--- src/rtl/img2axis.sv ---
// Raw pixel stream to AXI4-Stream video master: tags each pixel with SOF/EOL
// from input coordinates and buffers it in a first-word fall-through FIFO.
module img2axis #(
   parameter int IMG_WIDTH  = 24,
   parameter int H_ACTIVE   = 512,
   parameter int V_ACTIVE   = 512,
   parameter int FIFO_DEPTH = 16
) (
   input  logic                 clk,
   input  logic                 rst_n,
   input  logic [IMG_WIDTH-1:0] img_din,
   input  logic                 img_din_vld,
   output logic [IMG_WIDTH-1:0] m_axis_tdata,
   output logic                 m_axis_tvalid,
   input  logic                 m_axis_tready,
   output logic                 m_axis_tuser,
   output logic                 m_axis_tlast,
   output logic                 fifo_ovf,
   output logic                 frame_done
);

   localparam int AW = (FIFO_DEPTH > 1) ? $clog2(FIFO_DEPTH) : 1;
   localparam int XW = (H_ACTIVE > 1) ? $clog2(H_ACTIVE) : 1;
   localparam int YW = (V_ACTIVE > 1) ? $clog2(V_ACTIVE) : 1;
   localparam int EW = IMG_WIDTH + 2;

   logic [AW:0]    wptr_q, wptr_d, rptr_q, rptr_d, count;
   logic [XW-1:0]  x_q, x_d;
   logic [YW-1:0]  y_q, y_d, oline_q, oline_d;
   logic           ovf_q, ovf_d, fd_q, fd_d;
   logic [EW-1:0]  mem_q [FIFO_DEPTH];
   logic [EW-1:0]  wr_entry, head;
   logic           full, push, pop, sof, eol;

   always_comb begin
      count    = wptr_q - rptr_q;
      full     = (count == (AW+1)'(FIFO_DEPTH));
      head     = mem_q[rptr_q[AW-1:0]];
      m_axis_tvalid = (count != '0);
      pop      = m_axis_tvalid && m_axis_tready;
      // A full FIFO still accepts a pixel when the head leaves in the same cycle.
      push     = img_din_vld && (!full || pop);
      sof      = (x_q == '0) && (y_q == '0);
      eol      = (x_q == XW'(H_ACTIVE - 1));
      wr_entry = {sof, eol, img_din};

      // Head is masked while empty so outputs read zero out of reset.
      m_axis_tdata = m_axis_tvalid ? head[IMG_WIDTH-1:0] : '0;
      m_axis_tlast = m_axis_tvalid && head[IMG_WIDTH];
      m_axis_tuser = m_axis_tvalid && head[IMG_WIDTH+1];

      wptr_d  = push ? wptr_q + 1'b1 : wptr_q;
      rptr_d  = pop  ? rptr_q + 1'b1 : rptr_q;
      ovf_d   = ovf_q || (img_din_vld && !push);

      // Coordinates track every input beat, dropped or not, to keep frame alignment.
      x_d = x_q;
      y_d = y_q;
      if (img_din_vld) begin
         if (eol) begin
            x_d = '0;
            y_d = (y_q == YW'(V_ACTIVE - 1)) ? '0 : y_q + 1'b1;
         end else begin
            x_d = x_q + 1'b1;
         end
      end

      oline_d = oline_q;
      fd_d    = 1'b0;
      if (pop && head[IMG_WIDTH]) begin
         if (oline_q == YW'(V_ACTIVE - 1)) begin
            oline_d = '0;
            fd_d    = 1'b1;
         end else begin
            oline_d = oline_q + 1'b1;
         end
      end
   end

   always_ff @(posedge clk or negedge rst_n) begin
      if (!rst_n) begin
         wptr_q  <= '0;
         rptr_q  <= '0;
         x_q     <= '0;
         y_q     <= '0;
         oline_q <= '0;
         ovf_q   <= 1'b0;
         fd_q    <= 1'b0;
      end else begin
         wptr_q  <= wptr_d;
         rptr_q  <= rptr_d;
         x_q     <= x_d;
         y_q     <= y_d;
         oline_q <= oline_d;
         ovf_q   <= ovf_d;
         fd_q    <= fd_d;
      end
   end

   // Storage needs no reset: entries are only visible once written.
   always_ff @(posedge clk) begin
      if (push) mem_q[wptr_q[AW-1:0]] <= wr_entry;
   end

   assign fifo_ovf   = ovf_q;
   assign frame_done = fd_q;

endmodule
--- config.mk ---
export PLATFORM = sky130hd
export DESIGN_NAME = img2axis
export DESIGN_NICKNAME = d
export VERILOG_FILES = /design/src/rtl/img2axis.sv
export SDC_FILE = /design/constraint.sdc
export NUM_CORES = 1
export LEC_CHECK = 0
export CORE_ASPECT_RATIO = 2
export CORE_MARGIN = 2
export CORE_UTILIZATION = 35
export CTS_BUF_LIST = sky130_fd_sc_hd__clkbuf_4 sky130_fd_sc_hd__clkbuf_8 sky130_fd_sc_hd__clkbuf_16
export CTS_CLUSTER_SIZE = 28
export DETAILED_ROUTE_END_ITERATION = 6
export GPL_TIMING_DRIVEN = 0
export PLACE_DENSITY = 0.57
export SLEW_MARGIN = 20
export SYNTH_ARGS = -nofsm -noshare
export SYNTH_HDL_FRONTEND = slang
export SYNTH_SLANG_ARGS = --single-unit
export TNS_END_PERCENT = 100
--- constraint.sdc ---
create_clock -name clk -period 3.24 [get_ports clk]
set_input_delay 0.648 -clock clk [delete_from_list [all_inputs] [get_ports clk]]
set_output_delay 0.648 -clock clk [all_outputs]
set_load 0.01 [all_outputs]
==> results.md, run 1 <==
- Max-cap viol count: 0
- Critical path capture point type: output pin
- Final nets: 1058
- Antenna violations before repair: 3
- Status: finished, violations left
- Max Clk Rate: 268.4 MHz
- Most frequent cells in the layout: 416 x edfxtp_1, 90 x mux4_2, 43 x clkbuf_16
- CTS clk-pin slew, worst paths: 0.07 ns
- ANT nets after route: 0
- Peak VDD IR: 446.7 uV
- Ys Warns: 0
- Worst Hold Class: input port to asynchronous set/reset pin
- Post-Route WL: 45190 um
- Post-layout min period: 3.725 ns
- Rows: 118
- Pleak: 7.538 nW
- Drt drc: 0
- HPWL Detailed: 25810 um
- Post-synthesis net count: 898
- Max Slew Vio Count: 0
- WL/cell: 26.57 um
- Layout cell share with drive strength beyond 1: 31.92%
- Netlist cell types: 55
- Worst path arrival time: 3.08 ns
- Drt first pass iters: 5
- H-tree depth: 2
- Max Root-Sink Buffers: 3
- IO Port Bufs: 56
- Sw Pwr: 6.035 mW
- Total number of vias: 9122
- Yosys reg bits: 455
- FFs w/ async S/R, synth: 8.571%
- Reg2reg path depth: 16
- Clock Latency Late Sink: 0.54 ns
- Final worst setup slack: -0.4854 ns
- Synth area leaders: edfxtp_1 68%, mux4_2 11%, mux4_1 5.6%
- Number of flops mapped to enable cells by yosys: 416
- CTS tree: yes
- Total CTS buffers: 40
- Post-synthesis sequential area ratio: 73.21%
- Worst EP required: 2.59 ns
- Sw frac: 30.21%
- Skew final: 0.01402 ns
- Leading area contributor after synthesis: edfxtp_1
- Number of global-route vias before repair: 9761
- Core Box Area: 51820 sq um
- Initial Utilization: 35.50%
- Clock Sinks: 455
- I/O pin count: 57
- RSZ-0062 raised after global routing: yes
- Global-route wire length before repair: 65580 um
- Clk pwr share: 23.5%
- Area share of the largest cell type after synthesis: 67.90%
- Setup TNS: -12.14 ns
- Final setup violation count: 27
- Grt total ovfl: 0
- Period utilization: 115.0%
- Top_reg_cell synth: edfxtp_1
- CTS Root Cell: clkbuf_16
- Mapped Cells: 853
- Post-route design area: 22260 sq um
- Area of placed instances: 19870 sq um
- Die Wd: 166.1 um
- Die area: 54520 sq um
- Failing checks: setup timing
- Crit start category: flip-flop
- Final core occ: 42.95%
- DRT iter0 DRCs: 724
- RD Place Congestion: 0.7243
- Worst-path fanout max: 8
- Pin count of the biggest net entering global routing: 27
- Slew @ Worst Pin: 0.7196 ns
- WS Path Type: flip-flop to output pin
- Seq pwr share: 36.8%
- Internal power: 13.94 mW
- Pwr per Cell Area: 897.4 nW/um^2
- Mean Syn Cell Area: 21.57 sq um
- Filler instances: 4400
- Post-place setup slack: -1.343 ns
- Comb power frac: 39.8%
- Total Routing Usage GR: 16.63%
- Die Y: 328.2 um
- Layout Area Growth over Synthesis: 21.00%
- Vias per cell: 5.363
- Hold Fails Final Rpt: 0
- Most common cell after layout, fill and taps aside: edfxtp_1
- Mapped Area: 18400 sq um
- Slew Limit Headroom: 51.85%
-- state kept, by name, summed over array words and instances (netlist names) --
| register | count |
|---|---|
| fifo_ovf | 1 |
| frame_done | 1 |
| mem_q | 416 |
| oline_q | 9 |
| rptr_q | 5 |
| wptr_q | 5 |
| x_q | 9 |
| y_q | 9 |
-- through the flow --
step,cells,power [mW],hold WS [ns]
global route,1700,20.80,0.03116
floorplan,853,11.54,0.3524
finish,1701,19.98,0.01312
global placement,1569,14.10,0.4453
detailed placement,1572,14.25,0.4440
CTS,1691,20.08,0.00001854
-- Yosys cell counts, drive strengths merged (4+ instances only) --
cell type / n
nand4: 5
ha: 17
o21ai: 18
and2: 29
inv: 14
nor3: 6
clkbuf: 12
buf: 28
edfxtp: 416
mux2: 8
nor2b: 5
nand3: 10
and3: 23
a31oi: 4
mux4: 129
nor2: 15
nand2: 17
dfrtp: 39
a21oi: 6
xnor2: 6
nand2b: 5
xor2: 8
-- power by group through the flow --
stage | logic, mW | registers, mW | clock network (mW)
after CTS | 7.96 | 7.33 | 4.79
after global routing | 8.43 | 7.40 | 4.98
after detailed placement | 6.77 | 7.47 | 0
after global placement | 6.66 | 7.44 | 0
after floorplan | 4.16 | 7.37 | 0
final | 7.94 | 7.34 | 4.69
-- cell families (layout without fill, tap and decap cells) --
family | after synthesis | count (layout) | synth area share [%]
xor gates and xnor gates | 14 | 14 | 0.6665
buffers and inverters | 56 | 228 | 2.197
DFF | 455 | 455 | 73.21
AOI/OAI and AO/OA | 45 | 45 | 1.660
and+or+nand+nor | 128 | 143 | 3.979
other | 0 | 1 | 0
muxes | 138 | 138 | 17.13
adders and majority gates | 17 | 17 | 1.156
-- worst max-delay path, stage by stage, from the launching register on --
cell and delay (ns):
dfrtp_2 0.46, buf_12 0.15, clkbuf_16 0.14, clkinv_4 0.04
ha_4 0.18, nor2b_4 0.12, o211ai_1 0.26, a21oi_2 0.13
nor4bb_4 0.36, buf_6 0.18, inv_12 0.06, buf_16 0.15
and2_4 0.16, buf_6 0.12
-- cell type report --
class / instances / area, sq um / share of cell area, %
antenna: 1 / 2.502 / 0.01124
tap: 660 / 825.8 / 3.710
buffer: 40 / 446.7 / 2.007
clock inverter: 19 / 170.2 / 0.7644
sequential: 455 / 13470 / 60.51
multi-input combinational: 357 / 4886 / 21.95
clock buffer: 50 / 1100 / 4.941
inverter: 15 / 77.57 / 0.3485
timing repair buffer: 104 / 1282 / 5.761
-- layer usage --
layer	vias to the layer above	global-route usage, %	share of wire [%]
met1	4878	18.46	36
met2	248	32.15	56
met3	79	2.217	4.1
met4	4	6.030	3.6
li1	3913	-	-
met5	-	0	0.049
-- worst paths after layout --
path | from | end | slack (ns)
setup reg to reg | rptr_q[1]$_DFFE_PN0P_ | oline_q[1]$_DFFE_PN0P_ | 0.09
max in group asynchronous | rst_n | rptr_q[4]$_DFFE_PN0P_ | 2.75
setup / recovery | rptr_q[1]$_DFFE_PN0P_ | m_axis_tdata[22] | -0.49
min in group clk | fifo_ovf$_DFF_PN0_ | fifo_ovf$_DFF_PN0_ | 0.46
hold reg to reg | fifo_ovf$_DFF_PN0_ | fifo_ovf$_DFF_PN0_ | 0.46
hold / removal | rst_n | x_q[0]$_DFFE_PN0P_ | 0.01
-- repair_timing --
action	in CTS	in global routing
hold buffers	0	0
cloned	16	1
pin swaps	14	5
setup buffers	35	9
setup endpoints to repair	448	289
endpoints found under the hold margin	0	0
gates resized for setup	225	12
No activity file was read; power rests on OpenSTA's default activity.
==> run 2: changes to the inputs <==
--- a/config.mk
+++ b/config.mk
@@ -7,12 +7,13 @@
 export LEC_CHECK = 0
 export CORE_ASPECT_RATIO = 2
 export CORE_MARGIN = 2
-export CORE_UTILIZATION = 35
+export CORE_UTILIZATION = 55
 export CTS_BUF_LIST = sky130_fd_sc_hd__clkbuf_4 sky130_fd_sc_hd__clkbuf_8 sky130_fd_sc_hd__clkbuf_16
+export CTS_CLUSTER_DIAMETER = 60
 export CTS_CLUSTER_SIZE = 28
 export DETAILED_ROUTE_END_ITERATION = 6
 export GPL_TIMING_DRIVEN = 0
-export PLACE_DENSITY = 0.57
+export PLACE_DENSITY = 0.8
 export SLEW_MARGIN = 20
 export SYNTH_ARGS = -nofsm -noshare
 export SYNTH_HDL_FRONTEND = slang
==> results.md, run 2 (same netlist as run 1, synthesis figures left out) <==
- Overall power consumption: 18.47 mW
- Status: finished, violations left
- Total CTS buffers: 20
- CP max stage delay: 0.38 ns
- Seq pwr share: 39.9%
- IO Port Bufs: 56
- Drt drc: 0
- Slowest stage cell, crit path: dfrtp_1
- Slew Limit Headroom: 49.92%
- Core Box Area: 32930 sq um
- CTS Root Cell: clkbuf_16
- Worst path arrival time: 3.06 ns
- DP Cell Count: 1343
- Rows: 94
- Largest register FFs: 416
- Max Clk Rate: 269.3 MHz
- RD Place Congestion: 0.7872
- Clk pwr share: 16.7%
- Final worst setup slack: -0.4730 ns
- Worst-path fanout max: 10
- Die Y: 262.6 um
- Comb power frac: 43.4%
- Crit start category: flip-flop
- DRT iter0 DRCs: 1147
- Number of global-route vias before repair: 9654
- Skew final: 0.03560 ns
- Initial Utilization: 55.86%
- Pleak: 7.224 nW
- Max-cap viol count: 0
- Internal power: 12.68 mW
- WL/cell: 31.26 um
- Final setup violation count: 27
- Worst EP required: 2.59 ns
- I/O pin count: 57
- Period utilization: 114.6%
- Most common cell after layout, fill and taps aside: edfxtp_1
- Post-Route WL: 44920 um
- Clock Latency Late Sink: 0.55 ns
- HPWL Detailed: 23730 um
- Buffers & Inverters on Critical Path: 6
- Peak VDD IR: 567.5 uV
- CTS clk-pin slew, worst paths: 0.10 ns
- Clock Sinks: 455
- RSZ-0062 raised after global routing: yes
- Layout Area Growth over Synthesis: 15.70%
- Post-layout min period: 3.713 ns
- Crit path launch: rptr_q[2]$_DFFE_PN0P_
- Die area: 35020 sq um
- Hold Fails Final Rpt: 0
- Layout cell share with drive strength beyond 1: 30.45%
- Vias per cell: 6.592
- Sw Pwr: 5.796 mW
- CP Cell Sequence: buf_8 -> clkinvlp_4 -> ha_1 -> or2_1 -> o22ai_1 -> xor2_1 -> nor4bb_4 -> buf_6 -> inv_12 -> buf_8 -> and2_4 -> buf_6
- Sw frac: 31.37%
- Worst Hold Launch: fifo_ovf$_DFF_PN0_
- Grt total ovfl: 0
- Max Root-Sink Buffers: 3
- Most frequent cells in the layout: 416 x edfxtp_1, 90 x mux4_2, 39 x mux4_1
- Drt first pass iters: 5
- Worst Hold Class: flip-flop to flip-flop
- Cell family with most CP delay: buffers and inverters
- Die Wd: 133.3 um
- CTS tree: yes
- Antenna violations before repair: 0
- WS Path Type: flip-flop to output pin
- Global-route wire length before repair: 63530 um
- Final nets: 1036
- Total Routing Usage GR: 25.18%
- Pwr per Cell Area: 867.9 nW/um^2
- Failing checks: setup timing
- Final std cells w/o fill: 1437
- Pin count of the biggest net entering global routing: 30
- Max Slew Vio Count: 0
- Total number of vias: 9472
- Post-place setup slack: -1.156 ns
- Hold WS: 0.4715 ns
- Slew @ Worst Pin: 0.7484 ns
- ANT nets after route: 0
- H-tree depth: 1
- Reg-to-Reg Start: rptr_q[1]$_DFFE_PN0P_
- Diodes inserted: 0
- Critical path capture point type: output pin
==> run 2: area by class of cell <==
cell class,count,area [sq um]
Timing Repair Buffer,102,1220
Clock buffer,34,623.1
Clock inverter,2,23.77
Tap cell,432,540.5
Multi-Input combinational cell,357,4883
Inverter,15,85.08
Fill cell,2111,11650
Buffer,40,440.4
Sequential cell,455,13470
==> run 2: path summary, 6_finish.rpt <==
path / end / slack [ns] / depth (start not counted)
setup / recovery: m_axis_tdata[21] / -0.47 / 12
hold / removal: fifo_ovf$_DFF_PN0_ / 0.47 / 1
setup reg to reg: mem_q[4][23]$_DFFE_PP_ / 0.05 / 14
hold reg to reg: fifo_ovf$_DFF_PN0_ / 0.47 / 1
max in group asynchronous: rptr_q[3]$_DFFE_PN0P_ / 2.29 / 3
min in group asynchronous: x_q[0]$_DFFE_PN0P_ / 0.49 / 2
==> run 2: metal layers <==
| metal | up-vias | global-route usage [%] | routed length [um] |
|---|---|---|---|
| met5 | - | 0 | 0 |
| met4 | 0 | 10.41 | 1919 |
| met3 | 110 | 3.530 | 3329 |
| met2 | 534 | 45.35 | 24920 |
| met1 | 4976 | 30.33 | 14760 |
| li1 | 3852 | - | - |
==> run 2: per-stage QoR <==
| stage | cell area, sq um | TNS, ns | utilization, % |
|---|---|---|---|
| floorplan | 18420 | 0 | - |
| global placement | 19520 | -309.87 | 59.27 |
| detailed placement | 19570 | -351.50 | 59.42 |
| CTS | 21000 | -13.61 | 63.76 |
| global route | 21290 | -14.94 | 64.64 |
| finish | 21290 | -12.00 | 64.64 |
==> run 2: worst register-to-register path: cells and delay by family, from the launching register on <==
family,cells,cell delay (ns)
AO/OA/AOI/OAI,3,0.69
adder cells (fa/ha/maj),1,0.18
flip-flops,1,0.46
buffers and inverters,7,0.93
AND/OR/NAND/NOR,3,0.59
==> run 2: power groups by stage <==
stage	sequential [mW]	clock [mW]	combinational, mW
2_1_floorplan	7.37	0	4.16
3_3_place_gp	7.42	0	6.35
3_5_place_dp	7.48	0	6.53
4_1_cts	7.34	3.10	7.48
5_1_grt	7.41	3.29	8.37
6_report	7.36	3.08	8.03
==> run 2: repair_timing <==
item                                    in CTS  in global routing
pin swaps                                   15                  4
gates cloned                                17                  4
endpoints found under the setup margin     451                361
gates resized for setup                    208                 34
hold endpoints to repair                    10                  0
hold buffers                                 1                  0
buffers inserted                            26                 14
==> run 3: changes to the inputs <==
--- a/config.mk
+++ b/config.mk
@@ -13,7 +13,7 @@
 export CTS_CLUSTER_SIZE = 28
 export DETAILED_ROUTE_END_ITERATION = 6
 export GPL_TIMING_DRIVEN = 0
-export PLACE_DENSITY = 0.8
+export PLACE_DENSITY_LB_ADDON = 0.25
 export SLEW_MARGIN = 20
 export SYNTH_ARGS = -nofsm -noshare
 export SYNTH_HDL_FRONTEND = slang
==> results.md, run 3 (same netlist as run 1, synthesis figures left out) <==
- Layout Area Growth over Synthesis: 15.34%
- Clock Sinks: 455
- Peak VDD IR: 774.6 uV
- CTS clk-pin slew, worst paths: 0.10 ns
- Filler instances: 2159
- IO Port Bufs: 56
- Reg-to-Reg Start: rptr_q[1]$_DFFE_PN0P_
- Max Clk Rate: 265.1 MHz
- Multi-input gate area: 4890 sq um
- RD Place Congestion: 0.7715
- Worst path arrival time: 3.12 ns
- Most common cell after layout, fill and taps aside: edfxtp_1
- Pwr per Cell Area: 860.1 nW/um^2
- WL/cell: 29.03 um
- Hold WS: 0.4693 ns
- Critical path capture point type: output pin
- Crit path launch: rptr_q[1]$_DFFE_PN0P_
- Core Box Area: 32930 sq um
- Worst-path fanout max: 5
- Vias per cell: 6.356
- Drt first pass iters: 5
- Failing checks: setup timing
- Final worst setup slack: -0.5322 ns
- Area of placed instances: 19570 sq um
- WS Path Type: flip-flop to output pin
- Worst EP required: 2.59 ns
- CTS Root Cell: clkbuf_16
- Die area: 35020 sq um
- Post-route design area: 21220 sq um
- H-tree depth: 1
- Final nets: 1031
- RSZ-0062 raised after global routing: yes
- Hold Fails Final Rpt: 0
- Slew @ Worst Pin: 0.8818 ns
- I/O pin count: 57
- Grt total ovfl: 0
- Total Routing Usage GR: 24.13%
- Post-layout min period: 3.772 ns
- Final std cells w/o fill: 1433
- Worst Hold Class: input port to asynchronous set/reset pin
- Global-route wire length before repair: 60990 um
- Number of global-route vias before repair: 9487
- HPWL Detailed: 22960 um
- Rows: 94
- Skew final: 0.02262 ns
- Total CTS buffers: 20
- Die Y: 262.6 um
- DRT iter0 DRCs: 843
- Max-cap viol count: 0
- Max Root-Sink Buffers: 3
- Largest register FFs: 416
- Max Slew Vio Count: 0
- Most frequent cells in the layout: 416 x edfxtp_1, 90 x mux4_2, 39 x mux4_1, 39 x dfrtp_1, 30 x and2_4
- Slew Limit Headroom: 41.22%
- Antenna violations before repair: 1
- DP Cell Count: 1343
- Post-place setup slack: -1.199 ns
- Crit start category: flip-flop
- Pleak: 7.186 nW
- Drt drc: 0
- Status: finished, violations left
- Post-Route WL: 41600 um
- Final core occ: 64.43%
- CTS tree: yes
- Sequential standard cell area: 13470 sq um
- Layout cell share with drive strength beyond 1: 30.10%
- Clock Latency Late Sink: 0.55 ns
- Pin count of the biggest net entering global routing: 32
- ANT nets after route: 0
- Final setup violation count: 27
- Period utilization: 116.4%
- Die Wd: 133.3 um
- Initial Utilization: 55.86%
- Total number of vias: 9108
-- run 3: per-layer routing --
| metal | wire length (um) | vias to the layer above | track usage (%) |
|---|---|---|---|
| met5 | 0 | - | 0 |
| met4 | 1540 | 0 | 9.057 |
| met3 | 2449 | 82 | 3.067 |
| met2 | 22920 | 366 | 43.72 |
| met1 | 14690 | 4806 | 29.47 |
| li1 | - | 3854 | - |
-- run 3: layout make-up --
cell class                 count  share of cell area (%)
antenna                        1                 0.01179
buffer                        40                   2.070
clock buffer                  33                   2.901
clock inverter                 3                  0.1179
inverter                      15                  0.3656
multi-input combinational    357                   23.05
sequential                   455                   63.47
tap                          432                   2.547
timing repair buffer          97                   5.466
-- run 3: worst max-delay path: stages (launching register included) --
cell	delay [ns]
dfrtp_1	0.45
buf_8	0.13
clkbuf_16	0.13
clkinv_4	0.04
ha_4	0.26
nor2b_4	0.16
o211ai_1	0.13
and3_4	0.22
nor4bb_4	0.31
buf_6	0.19
clkinv_8	0.10
clkbuf_16	0.19
and2_4	0.14
buf_6	0.11
-- run 3: final timing paths --
path	endpoint	slack (ns)	cells after the start
worst max-delay path	m_axis_tdata[18]	-0.53	13
worst max register to register	mem_q[15][10]$_DFFE_PP_	0.14	11
worst min-delay path	wptr_q[0]$_DFFE_PN0P_	0.47	2
worst min register to register	fifo_ovf$_DFF_PN0_	0.47	1
min in group clk	fifo_ovf$_DFF_PN0_	0.47	1
max in group asynchronous	oline_q[1]$_DFFE_PN0P_	2.31	3
-- run 3: stage by stage --
| step | power, mW | TNS [ns] |
|---|---|---|
| 2_1_floorplan | 11.54 | 0 |
| 3_3_place_gp | 13.86 | -340.67 |
| 3_5_place_dp | 13.99 | -375.18 |
| 4_1_cts | 17.76 | -13.63 |
| 5_1_grt | 18.93 | -16.26 |
| 6_report | 18.25 | -13.33 |
-- run 3: where the power goes --
part	switching [mW]	leakage (nW)	total [mW]	internal (mW)
registers	0.257	4.27	7.33	7.08
logic	3.63	2.59	7.85	4.23
clock network	1.72	0.328	3.06	1.34
-- run 3: repair_timing --
item	in CTS	in global routing
pin swaps	9	5
gates cloned	16	1
setup endpoints to repair	451	261
hold endpoints to repair	8	0
buffers inserted	25	11
hold buffers	1	0
gates resized for setup	195	44
